--- src/rtl/counter_pwm_gen.sv ---
// PWM generator driven by an external free-running up-counter.
// Duty is double-buffered and applied only at count 0; the count sequence is also checked.
//
// state | meaning
// IDLE  | disabled, output held low
// SYNC  | enabled, waiting for count 0 to align to a period boundary
// RUN   | generating PWM and checking that the count increments by one
module counter_pwm_gen #(
    parameter int WIDTH = 4
) (
    input  logic             clock,
    input  logic             reset,
    input  logic             enable,
    input  logic [WIDTH-1:0] counter_in,
    input  logic [WIDTH:0]   duty_in,
    input  logic             duty_valid,
    output logic             duty_ready,
    input  logic             err_clr,
    output logic             pwm_out,
    output logic             period_tick,
    output logic             seq_error
);

    localparam logic [WIDTH:0]   DUTY_MAX = {1'b1, {WIDTH{1'b0}}};
    localparam logic [WIDTH-1:0] ONE      = {{(WIDTH-1){1'b0}}, 1'b1};

    typedef enum logic [1:0] {
        IDLE = 2'd0,
        SYNC = 2'd1,
        RUN  = 2'd2
    } state_t;

    state_t state, state_next;

    logic [WIDTH:0]   active_duty, shadow_duty, duty_sat, period_duty;
    logic [WIDTH-1:0] prev_count, count_exp;
    logic             pending, first_run;
    logic             accept, boundary, err_set;
    logic             pwm_next, tick_next, first_run_next;

    assign duty_ready = !pending;
    assign accept     = duty_valid && !pending;
    assign duty_sat   = (duty_in > DUTY_MAX) ? DUTY_MAX : duty_in;
    assign count_exp  = prev_count + ONE;
    // At a boundary the compare must already see the duty being loaded this edge.
    assign period_duty = (boundary && pending) ? shadow_duty : active_duty;

    always_comb begin
        state_next     = state;
        pwm_next       = 1'b0;
        tick_next      = 1'b0;
        boundary       = 1'b0;
        err_set        = 1'b0;
        first_run_next = 1'b0;
        if (!enable) begin
            state_next = IDLE;
        end else begin
            unique case (state)
                IDLE: state_next = SYNC;
                SYNC: begin
                    if (counter_in == '0) begin
                        state_next     = RUN;
                        boundary       = 1'b1;
                        first_run_next = 1'b1;
                    end
                end
                RUN: begin
                    if (!first_run && (counter_in != count_exp)) begin
                        err_set    = 1'b1;
                        state_next = SYNC;
                    end else begin
                        boundary  = (counter_in == '0);
                        tick_next = boundary;
                        pwm_next  = ({1'b0, counter_in} < period_duty);
                    end
                end
                default: state_next = IDLE;
            endcase
        end
    end

    always_ff @(posedge clock or posedge reset) begin
        if (reset) begin
            state <= IDLE;
        end else begin
            state <= state_next;
        end
    end

    always_ff @(posedge clock or posedge reset) begin
        if (reset) begin
            active_duty <= '0;
            shadow_duty <= '0;
            pending     <= 1'b0;
            pwm_out     <= 1'b0;
            period_tick <= 1'b0;
            seq_error   <= 1'b0;
            prev_count  <= '0;
            first_run   <= 1'b0;
        end else begin
            pwm_out     <= pwm_next;
            period_tick <= tick_next;
            first_run   <= first_run_next;
            if (enable && (state == RUN)) begin
                prev_count <= counter_in;
            end
            if (err_set) begin
                seq_error <= 1'b1;
            end else if (err_clr) begin
                seq_error <= 1'b0;
            end
            // Accept needs pending low, so it can never collide with a load.
            if (boundary && pending) begin
                active_duty <= shadow_duty;
                pending     <= 1'b0;
            end
            if (accept) begin
                shadow_duty <= duty_sat;
                pending     <= 1'b1;
            end
        end
    end

endmodule

--- config.mk ---
export PLATFORM = sky130hd
export DESIGN_NAME = counter_pwm_gen
export DESIGN_NICKNAME = d
export VERILOG_FILES = /design/src/rtl/counter_pwm_gen.sv
export SDC_FILE = /design/constraint.sdc
export NUM_CORES = 1
export LEC_CHECK = 0
export BUFFER_PORTS_ARGS = -buffer_cell sky130_fd_sc_hd__buf_2
export CAP_MARGIN = 40
export CORE_UTILIZATION = 55
export DETAILED_ROUTE_END_ITERATION = 10
export PLACE_DENSITY = 0.78
export SLEW_MARGIN = 20
export SYNTH_ARGS = -nofsm -noshare
export SYNTH_HDL_FRONTEND = slang
export SYNTH_SLANG_ARGS = --single-unit
--- constraint.sdc ---
create_clock -name clock -period 7.43 [get_ports clock]
set_input_delay 0 -clock clock [delete_from_list [all_inputs] [get_ports clock]]
set_output_delay 0 -clock clock [all_outputs]
set_load 0.05 [all_outputs]
==> metrics.txt, run 1 <==
status complete, no violations; clock latency on the worst-skew pair 0.30 ns; Comb pwr share a little under a quarter; WL/cell 13.7 um; R2R depth 11; layout cells sized above 1 26.5%; CTS Root Cell clkbuf_4; P_int 174 uW; Cells after Synth 102; slew at the pin closest to its max-slew limit 0.780 ns; DRC 0; critical path's largest stage delay 0.66 ns; crit path cell chain inv_1 -> ha_1 -> and3_2 -> nand3_2 -> o41ai_4 -> mux2i_1 -> ha_1 -> a211oi_1 -> a221oi_1 -> mux2i_1 -> a22o_1; 1st-pass router iterations 4; DP Cell Count 146; Placer Congestion just under 0.8; P per Cell Area 178 mW/mm^2; Initial Util 58.7%; vias per cell 5.33; synth warn 0; Sw Share 29.6%; Synth Area in XOR/XNOR 4.57%; commonest non-fill, non-tap cell in the layout dfrtp_1; period utilisation layout between 40% and 50%; CP endpoint kind flip-flop; GRT Util Overall between 20% and 30%; Worst path slowest cell o41ai_4; Clk network pwr share 22.6%; cell leakage power 0.000723 uW; Synth Area in Compound Gates 11.4%; Core Area 0.00196 mm^2; Clock Skew 0.00499 ns; H-tree Lvls 1; setup repair bufs after CTS 0; pre-CTS setup slack roughly 4.4 ns; # IOs 18; Routed WL 2170 um; synthesized net count 124; peak supply drop between 100 and 150 uV; std cell rows 16; ANT nets after route 0; fill count 170; first-pass GRT wire length roughly 3400 um; simple-gate share of the synthesized area roughly 15%; Netlist cell types 30; RSZ-0062 raised after global routing false; CTS tree built; Max Cap Viol 0; # diodes 0; commonest cells after routing, fill and taps aside dfrtp_1 (21), buf_2 (17), inv_1 (11); Synth Register Bits 21; Synth Cell Area 0.00115 mm^2; final net count 155; HPWL Detailed between 1500 and 2000 um; Net Switching about 73 uW; # setup viols final 0; DIE HEIGHT between 40 and 50 um; Synth Area in Adders under 10%; initial DRC count 12; Die X roughly 48 um; mux contribution to synthesized area roughly 12%; CTS clk-pin slew, worst paths 0.12 ns; minimum clock period 3.08 ns; Mean Syn Cell Area 11.3 um^2; synth-to-layout area growth 20.4%; Tot Pwr 247 uW; Crit path required time 7.68 ns; Clock Sinks 21; CTS Buffer Depth 2; routed vias about 850; largest net degree at the start of global routing 22; area of the multi-input gates 584 um^2; register area share after synthesis between 40 and 50%; Crit Path Class reg -> reg; register area 526 um^2; remaining global-route overflow 0; register share of total power 54.3%; Die Area about 0.0023 mm^2; max frequency 324 MHz; fin. max-slew vios 0; final hold viol count 0; Worst setup SP type flip-flop; Layout Cells excl Fill between 150 and 200; worst setup margin 4.35 ns; WP data arrival roughly 3.3 ns; hold path cells 2; slew margin rel. 48.0%; largest family of logic cells by synthesized area simple AND/OR/NAND/NOR gates; TNS Setup 0 ns; Crit Path Max Fanout 7; HP Class in -> reg; initial antenna violation count 0; number of global-route vias before repair between 800 and 900; Num CTS Buffers 3; I/O Buffers 17
[area by class of cell]
cell class | count | share of cell area (%)
clock buffer | 4 | 1.90
multi-input combinational | 70 | 42.1
inverter | 11 | 2.98
timing repair buffer | 26 | 12.6
tap | 27 | 2.44
sequential | 21 | 37.9
[worst max-delay path, delay by kind of cell (launching register included)]
family / cells / cell delay [ns]
compound gates: 4 / 1.22
fa+ha+maj: 2 / 0.55
mux: 2 / 0.46
flops: 1 / 0.43
simple gates: 2 / 0.28
buf+inv: 1 / 0.08
[Yosys cell counts]
| cell type | instances | share of area [%] |
|---|---|---|
| nor2_1 | 4 | 1.3 |
| inv_1 | 11 | 3.6 |
| a22o_1 | 1 | 0.76 |
| o221a_2 | 1 | 0.98 |
| dfrtp_1 | 21 | 46 |
| a211oi_1 | 1 | 0.65 |
| nand2_1 | 9 | 2.9 |
| nand2b_1 | 4 | 2.2 |
| nor3b_1 | 1 | 0.65 |
| xnor2_1 | 4 | 3.0 |
| nand3_2 | 1 | 0.87 |
| mux2i_1 | 5 | 4.3 |
| nand3_1 | 2 | 0.87 |
| nor4_4 | 1 | 1.8 |
| a21o_1 | 1 | 0.65 |
| mux2_2 | 6 | 5.9 |
| o31ai_1 | 1 | 0.65 |
| and2b_1 | 1 | 0.65 |
| o22ai_1 | 1 | 0.54 |
| xor2_1 | 2 | 1.5 |
| a221oi_1 | 2 | 1.5 |
| or4_2 | 1 | 0.76 |
| and2_1 | 1 | 0.54 |
| o21ai_0 | 5 | 2.2 |
| o41ai_4 | 1 | 2.4 |
| ha_1 | 8 | 8.7 |
| and3_2 | 3 | 2.0 |
| a22oi_1 | 1 | 0.65 |
| a21oi_1 | 1 | 0.43 |
| mux2_4 | 1 | 1.3 |
[metrics by stage]
stage,utilization (%),area (um^2),hold slack [ns]
final,70.7,1390,0.0368
after global placement,64.7,1270,0.175
after floorplan,-,1150,-0.0235
after detailed placement,64.7,1270,0.188
after global routing,70.7,1390,0.0422
after CTS,70.7,1390,0.0493
[worst paths after layout]
kind	startpoint	to	slack (ns)
worst max-delay path	state[1]	pwm_out	4.35
worst min-delay path	counter_in[0]	prev_count[0]	0.04
worst max register to register	state[1]	pwm_out	4.35
worst min register to register	active_duty[1]	active_duty[1]	0.50
max in group asynchronous	reset	pending	6.58
min in group asynchronous	reset	period_tick	0.37
[sequential cells by signal (all words and copies together), names as in the netlist]
| signal | cells |
|---|---|
| period_tick | 1 |
| state | 2 |
| active_duty | 5 |
| prev_count | 4 |
| first_run | 1 |
| pwm_out | 1 |
| shadow_duty | 5 |
| seq_error | 1 |
| pending | 1 |
[routing by layer]
metal  track usage (%)  up-vias  wire length, um
li1                  -      414                -
met1              23.4      399              928
met2              42.2       28             1140
met5                 0        -                0
met4              9.44        0               45
met3              2.26        6               56
[what timing repair did]
item                                   4_1_cts  5_1_grt
hold buffers                                 9        0
endpoints found under the hold margin       30        0
gates resized for setup                      0        0
[power groups by stage]
stage	Clock, uW	Combinational, uW	Sequential [uW]
4_1_cts	56.1	57.6	134
3_3_place_gp	0	50.3	136
3_5_place_dp	0	53.8	136
2_1_floorplan	0	39.3	134
6_report	55.8	56.9	134
5_1_grt	60.7	64.6	135
[cell families (layout without fill, tap and decap cells)]
kind of cell,count (synthesis),in the layout
adders and majority gates,8,8
DFF,21,21
and+or+nand+nor,28,28
muxes,12,12
buffers and inverters,11,41
xor gates and xnor gates,6,6
AOI/OAI and AO/OA,16,16
Power figures use the tool's default switching activity.
==> run 2, diff against run 1 <==
--- a/config.mk
+++ b/config.mk
@@ -7,9 +7,9 @@
 export LEC_CHECK = 0
 export BUFFER_PORTS_ARGS = -buffer_cell sky130_fd_sc_hd__buf_2
 export CAP_MARGIN = 40
-export CORE_UTILIZATION = 55
+export CORE_UTILIZATION = 49
 export DETAILED_ROUTE_END_ITERATION = 10
-export PLACE_DENSITY = 0.78
+export PLACE_DENSITY = 0.73
 export SLEW_MARGIN = 20
 export SYNTH_ARGS = -nofsm -noshare
 export SYNTH_HDL_FRONTEND = slang
==> constraint.sdc (replaced) <==
create_clock -name clock -period 2.8 [get_ports clock]
set_input_delay 0 -clock clock [delete_from_list [all_inputs] [get_ports clock]]
set_output_delay 0 -clock clock [all_outputs]
set_load 0.05 [all_outputs]
==> metrics.txt, run 2 (synthesis results as in run 1) <==
status complete, but fails checks (was complete, no violations); violated checks setup timing; final net count 164 (was 155); Crit path required time 3.05 ns (was 7.68 ns); number of global-route vias before repair 893 (was 850); Max Cap Viol 0 (unchanged); CTS Buffer Depth 2 (unchanged); remaining global-route overflow 0 (unchanged); HP Class in -> reg (unchanged); 1st-pass router iterations 4 (unchanged); CP startpoint prev_count[1] (was state[1]); initial antenna violation count 0 (unchanged); largest net degree at the start of global routing 22 (unchanged); H-tree Lvls 1 (unchanged); initial DRC count 5 (was 12); slew at the pin closest to its max-slew limit 0.651 ns (was 0.780 ns); R2R Setup Slk -0.08 ns (was 4.35 ns); # IOs 18 (unchanged); Hold Worst Slack 0.0304 ns (was 0.0368 ns); R2R depth 10 (was 11); most frequent CP cell ha_1; vias per cell 5.17 (was 5.33); RSZ-0062 raised after global routing true (was false); commonest cells after routing, fill and taps aside dfrtp_1 (21), buf_2 (17), dlygate4sd3_1 (12) (was dfrtp_1 (21), buf_2 (17), inv_1 (11)); WL/cell 13.5 um (was 13.7 um); commonest non-fill, non-tap cell in the layout dfrtp_1 (unchanged); I/O Buffers 17 (unchanged); critical path's largest stage delay 0.47 ns (was 0.66 ns); cell leakage power 0.000771 uW (was 0.000723 uW); CTS clk-pin slew, worst paths 0.12 ns (about the same); Crit Path Class reg -> reg (unchanged); crit path cell chain ha_1 -> xnor2_1 -> nand2_1 -> o41ai_4 -> mux2i_2 -> ha_1 -> a211oi_2 -> a221oi_2 -> mux2i_1 -> a22o_1 (was inv_1 -> ha_1 -> and3_2 -> nand3_2 -> o41ai_4 -> mux2i_1 -> ha_1 -> a211oi_1 -> a221oi_1 -> mux2i_1 -> a22o_1); DIE HEIGHT 50.5 um (was 47.8 um); Die X 50.5 um (was 47.8 um); Placer Congestion 0.773 (was 0.783); P per Cell Area 454 mW/mm^2 (was 178 mW/mm^2); CTS Root Cell clkbuf_4 (unchanged); DP Cell Count 150 (was 146); HPWL Detailed 1630 um (about the same); Core Area 0.00221 mm^2 (was 0.00196 mm^2); crit path to pwm_out (unchanged); first-pass GRT wire length 3710 um (was 3420 um); minimum clock period 2.88 ns (was 3.08 ns); Top Registers active_duty (5), shadow_duty (5), prev_count (4) (unchanged); TNS Setup -0.0792 ns (was 0 ns); CTS tree built (unchanged); fin area 0.00150 mm^2 (was 0.00139 mm^2); final hold viol count 0 (unchanged); DRC 0 (unchanged); GRT Util Overall 19.9% (was 21.7%); clock latency on the worst-skew pair 0.31 ns (was 0.30 ns); routed vias 873 (was 847); max frequency 347 MHz (was 324 MHz); fin. max-slew vios 0 (unchanged); period utilisation layout 103% (was 41.5%); # setup viols final 1 (was 0); CP endpoint kind flip-flop (unchanged); # diodes 0 (unchanged); post-placement cell area 0.00129 mm^2 (was 0.00127 mm^2); fill count 180 (was 170); Layout Cells excl Fill 169 (was 159); Num CTS Buffers 3 (unchanged); Tot Pwr 680 uW (was 247 uW); slew margin rel. 56.2% (was 48.0%); peak supply drop 372 uV (was 134 uV); Worst path slowest cell o41ai_4 (unchanged); Clock Skew 0.00864 ns (was 0.00499 ns); Routed WL 2270 um (was 2170 um); Initial Util 52.0% (was 58.7%); reg2reg start prev_count[1] (was state[1]); std cell rows 17 (was 16); R2R Path End pwm_out (unchanged); Worst setup SP type flip-flop (unchanged); ANT nets after route 0 (unchanged); Crit Path Max Fanout 3 (was 7); synth-to-layout area growth 30.1% (was 20.4%); worst setup margin -0.0792 ns (was 4.35 ns); WP data arrival 3.13 ns (was 3.33 ns); layout cells sized above 1 33.3% (was 26.5%); Clock Sinks 21 (unchanged); Die Area 0.00255 mm^2 (was 0.00228 mm^2)
-- run 2: changes by cell type in the layout (fill, tap and decap cells not counted), moves of 2 or more --
cell	previous run	this run
buf_4	0	5
dlygate4sd3_1	9	12
mux2i_2	0	2
a221oi_2	0	2
a221oi_1	2	0
mux2i_1	5	3
-- run 2: per-layer routing --
layer	part of all wire, %	track usage (%)
met1	46	22.0
met2	50	36.9
met3	2.5	3.64
met4	1.5	8.33
met5	0	0
-- run 2: cell type report --
cell class	instances	area, um^2	share of cell area [%]
tap	28	35.0	2.34
sequential	21	526	35.1
inverter	11	41.3	2.76
clock buffer	4	26.3	1.75
timing repair buffer	35	258	17.2
multi-input combinational	70	612	40.9
-- run 2: what timing repair did --
item / in CTS / in global routing
gates resized for setup: 0 / 7
buffers inserted: 0 / 2
hold buffers: 12 / 0
setup endpoints to repair: 0 / 1
hold endpoints to repair: 29 / 0
-- run 2: power by group --
group / switching [uW] / internal [uW]
sequential: 21.4 / 333
combinational: 88.8 / 88.8
clock: 91.9 / 55.7
-- run 2: per-stage QoR --
| step | worst slack, ns | utilization, % |
|---|---|---|
| finish | -0.0792 | 67.7 |
| global route | -0.221 | 67.7 |
| CTS | 0.00132 | 65.1 |
| detailed placement | 0.0142 | 58.5 |
| global placement | 0.191 | 58.5 |
| floorplan | 0.0305 | - |
-- run 2: critical path: cells and delay by family (launching register included) --
family,cells,cell delay (ns)
multiplexers,2,0.46
AND/OR/NAND/NOR,1,0.13
flip-flops,1,0.43
XOR/XNOR,1,0.14
adder cells (fa/ha/maj),2,0.61
AO/OA/AOI/OAI,4,1.05
-- run 2: worst min-delay path by stage --
| stage | startpoint | end | slack [ns] | cells after the start |
|---|---|---|---|---|
| after floorplan | reset | active_duty[0] | -0.02 | 1 |
| final | counter_in[2] | prev_count[2] | 0.03 | 2 |
| after global routing | counter_in[2] | prev_count[2] | 0.03 | 2 |
| after CTS | counter_in[0] | prev_count[0] | 0.02 | 2 |
| after detailed placement | reset | state[1] | 0.19 | 2 |
| after global placement | reset | state[1] | 0.18 | 2 |
==> run 3, diff against run 2 <==
--- a/config.mk
+++ b/config.mk
@@ -7,9 +7,9 @@
 export LEC_CHECK = 0
 export BUFFER_PORTS_ARGS = -buffer_cell sky130_fd_sc_hd__buf_2
 export CAP_MARGIN = 40
-export CORE_UTILIZATION = 49
+export CORE_UTILIZATION = 55
 export DETAILED_ROUTE_END_ITERATION = 10
-export PLACE_DENSITY = 0.73
+export PLACE_DENSITY = 0.78
 export SLEW_MARGIN = 20
 export SYNTH_ARGS = -nofsm -noshare
 export SYNTH_HDL_FRONTEND = slang
==> constraint.sdc (replaced) <==
create_clock -name clock -period 2.9 [get_ports clock]
set_input_delay 0 -clock clock [delete_from_list [all_inputs] [get_ports clock]]
set_output_delay 0 -clock clock [all_outputs]
set_load 0.05 [all_outputs]
==> metrics.txt, run 3 (synthesis results as in run 1) <==
Die X 47.8 um (was 50.5 um); HP Class in -> reg (unchanged); status complete, no violations (was complete, but fails checks); 1st-pass router iterations 5 (was 4); synth-to-layout area growth 26.2% (was 30.1%); I/O Buffers 17 (unchanged); fill count 158 (was 180); DIE HEIGHT 47.8 um (was 50.5 um); Clk network pwr share 23.3% (was 21.7%); H-tree Lvls 1 (unchanged); largest net degree at the start of global routing 22 (unchanged); vias per cell 5.26 (was 5.17); max frequency 356 MHz (was 347 MHz); CTS Root Cell clkbuf_4 (unchanged); initial antenna violation count 0 (unchanged); number of global-route vias before repair 878 (was 893); Net Switching 196 uW (was 202 uW); cell leakage power 0.000743 uW (was 0.000771 uW); Clock Skew 0.00456 ns (was 0.00864 ns); Initial Util 58.7% (was 52.0%); Clock Sinks 21 (unchanged); hold path cells 2 (unchanged); commonest cells after routing, fill and taps aside dfrtp_1 (21), buf_2 (17), dlygate4sd3_1 (13) (was dfrtp_1 (21), buf_2 (17), dlygate4sd3_1 (12)); Crit path required time 3.12 ns (was 3.05 ns); Routed WL 2180 um (was 2270 um); Max Cap Viol 0 (unchanged); HPWL Detailed 1620 um (was 1630 um); CTS tree built (unchanged); Die Area 0.00228 mm^2 (was 0.00255 mm^2); pre-CTS setup slack 0.0817 ns (was 0.0142 ns); Core Area 0.00196 mm^2 (was 0.00221 mm^2); DRC 0 (unchanged); first-pass GRT wire length 3510 um (was 3710 um); std cell rows 16 (was 17); R2R depth 10 (unchanged); Worst setup SP type flip-flop (unchanged); reg2reg start prev_count[0] (was prev_count[1]); fin area 0.00145 mm^2 (was 0.00150 mm^2); period utilisation layout 96.8% (was 103%); commonest non-fill, non-tap cell in the layout dfrtp_1 (unchanged); Sw Share 30.4% (was 29.7%); initial DRC count 7 (was 5); Crit Path Max Fanout 4 (was 3); layout cells sized above 1 29.0% (was 33.3%); # setup viols final 0 (was 1); Num CTS Buffers 3 (unchanged); slew at the pin closest to its max-slew limit 0.780 ns (was 0.651 ns); fin. max-slew vios 0 (unchanged); WL/cell 13.2 um (was 13.5 um); clock latency on the worst-skew pair 0.32 ns (was 0.31 ns); peak supply drop 385 uV (was 372 uV); Crit Path Class reg -> reg (unchanged); register share of total power 53.1% (was 52.2%); ANT nets after route 0 (unchanged); Top Registers active_duty (5), shadow_duty (5), prev_count (4) (unchanged); CTS clk-pin slew, worst paths 0.12 ns (about the same); P per Cell Area 444 mW/mm^2 (was 454 mW/mm^2); post-placement cell area 0.00128 mm^2 (was 0.00129 mm^2); TNS Setup 0 ns (was -0.0792 ns); Comb pwr share 23.6% (was 26.1%); # diodes 0 (unchanged); final net count 161 (was 164); WP data arrival 3.03 ns (was 3.13 ns); minimum clock period 2.81 ns (was 2.88 ns); GRT Util Overall 22.8% (was 19.9%); routed vias 868 (was 873); worst setup margin 0.0940 ns (was -0.0792 ns); remaining global-route overflow 0 (unchanged); Placer Congestion 0.782 (was 0.773); slew margin rel. 48.0% (was 56.2%); # IOs 18 (unchanged); CP startpoint prev_count[0] (was prev_count[1]); CP endpoint kind flip-flop (unchanged); CTS Buffer Depth 2 (unchanged); RSZ-0062 raised after global routing true (unchanged); P_int 449 uW (was 478 uW); final hold viol count 0 (unchanged); HP Start counter_in[2] (unchanged)
run 3: metal layers:
layer,global-route usage (%),up-vias,routed length (um)
met5,0,-,0
met3,7.92,5,87
li1,-,427,-
met2,43.8,19,1140
met1,23.1,417,933
met4,6.11,0,22
run 3: final cells by class:
cell class / count / area (um^2) / area share, %
multi-input cells: 70 / 592 / 40.7
flip-flops and latches: 21 / 526 / 36.2
repair buffers: 32 / 230 / 15.8
inverters: 11 / 41.3 / 2.84
well taps: 27 / 33.8 / 2.33
clock buffers: 3 / 22.5 / 1.55
clock inverters: 1 / 7.51 / 0.517
run 3: stage by stage:
stage / instances / utilization, % / hold slack [ns] / total power, uW
finish: 165 / 74.0 / 0.0229 / 646
detailed placement: 147 / 65.1 / 0.187 / 486
CTS: 164 / 73.3 / 0.0194 / 648
global route: 165 / 74.0 / 0.0284 / 681
floorplan: 102 / - / -0.0235 / 445
global placement: 147 / 65.1 / 0.173 / 475
run 3: worst paths after layout:
kind                                        to  slack, ns
max in group asynchronous        prev_count[0]       2.06
worst min-delay path             prev_count[2]       0.02
worst min register to register  active_duty[3]       0.50
worst max register to register         pwm_out       0.09
min in group asynchronous             state[1]       0.35
worst max-delay path                   pwm_out       0.09
run 3: power groups by stage:
stage | Combinational [uW] | Clock (uW) | Sequential (uW)
after global placement | 128 | 0 | 347
after CTS | 151 | 155 | 343
final | 152 | 150 | 343
after global routing | 170 | 165 | 347
after floorplan | 101 | 0 | 344
after detailed placement | 137 | 0 | 349
run 3: worst max-delay path, cell delays in order (launching register included):
cell and delay, ns:
dfrtp_1 0.43, ha_1 0.32, xnor2_1 0.14, nand2_1 0.12, o41ai_4 0.48, mux2i_1 0.30, ha_2 0.23, a211oi_2 0.07
a221oi_1 0.29, mux2i_1 0.13, a22o_1 0.20
run 3: timing repair:
item,4_1_cts,5_1_grt
gates resized for setup,0,3
buffers inserted,0,1
hold buffers,13,0
endpoints found under the hold margin,30,0
setup endpoints to repair,0,1
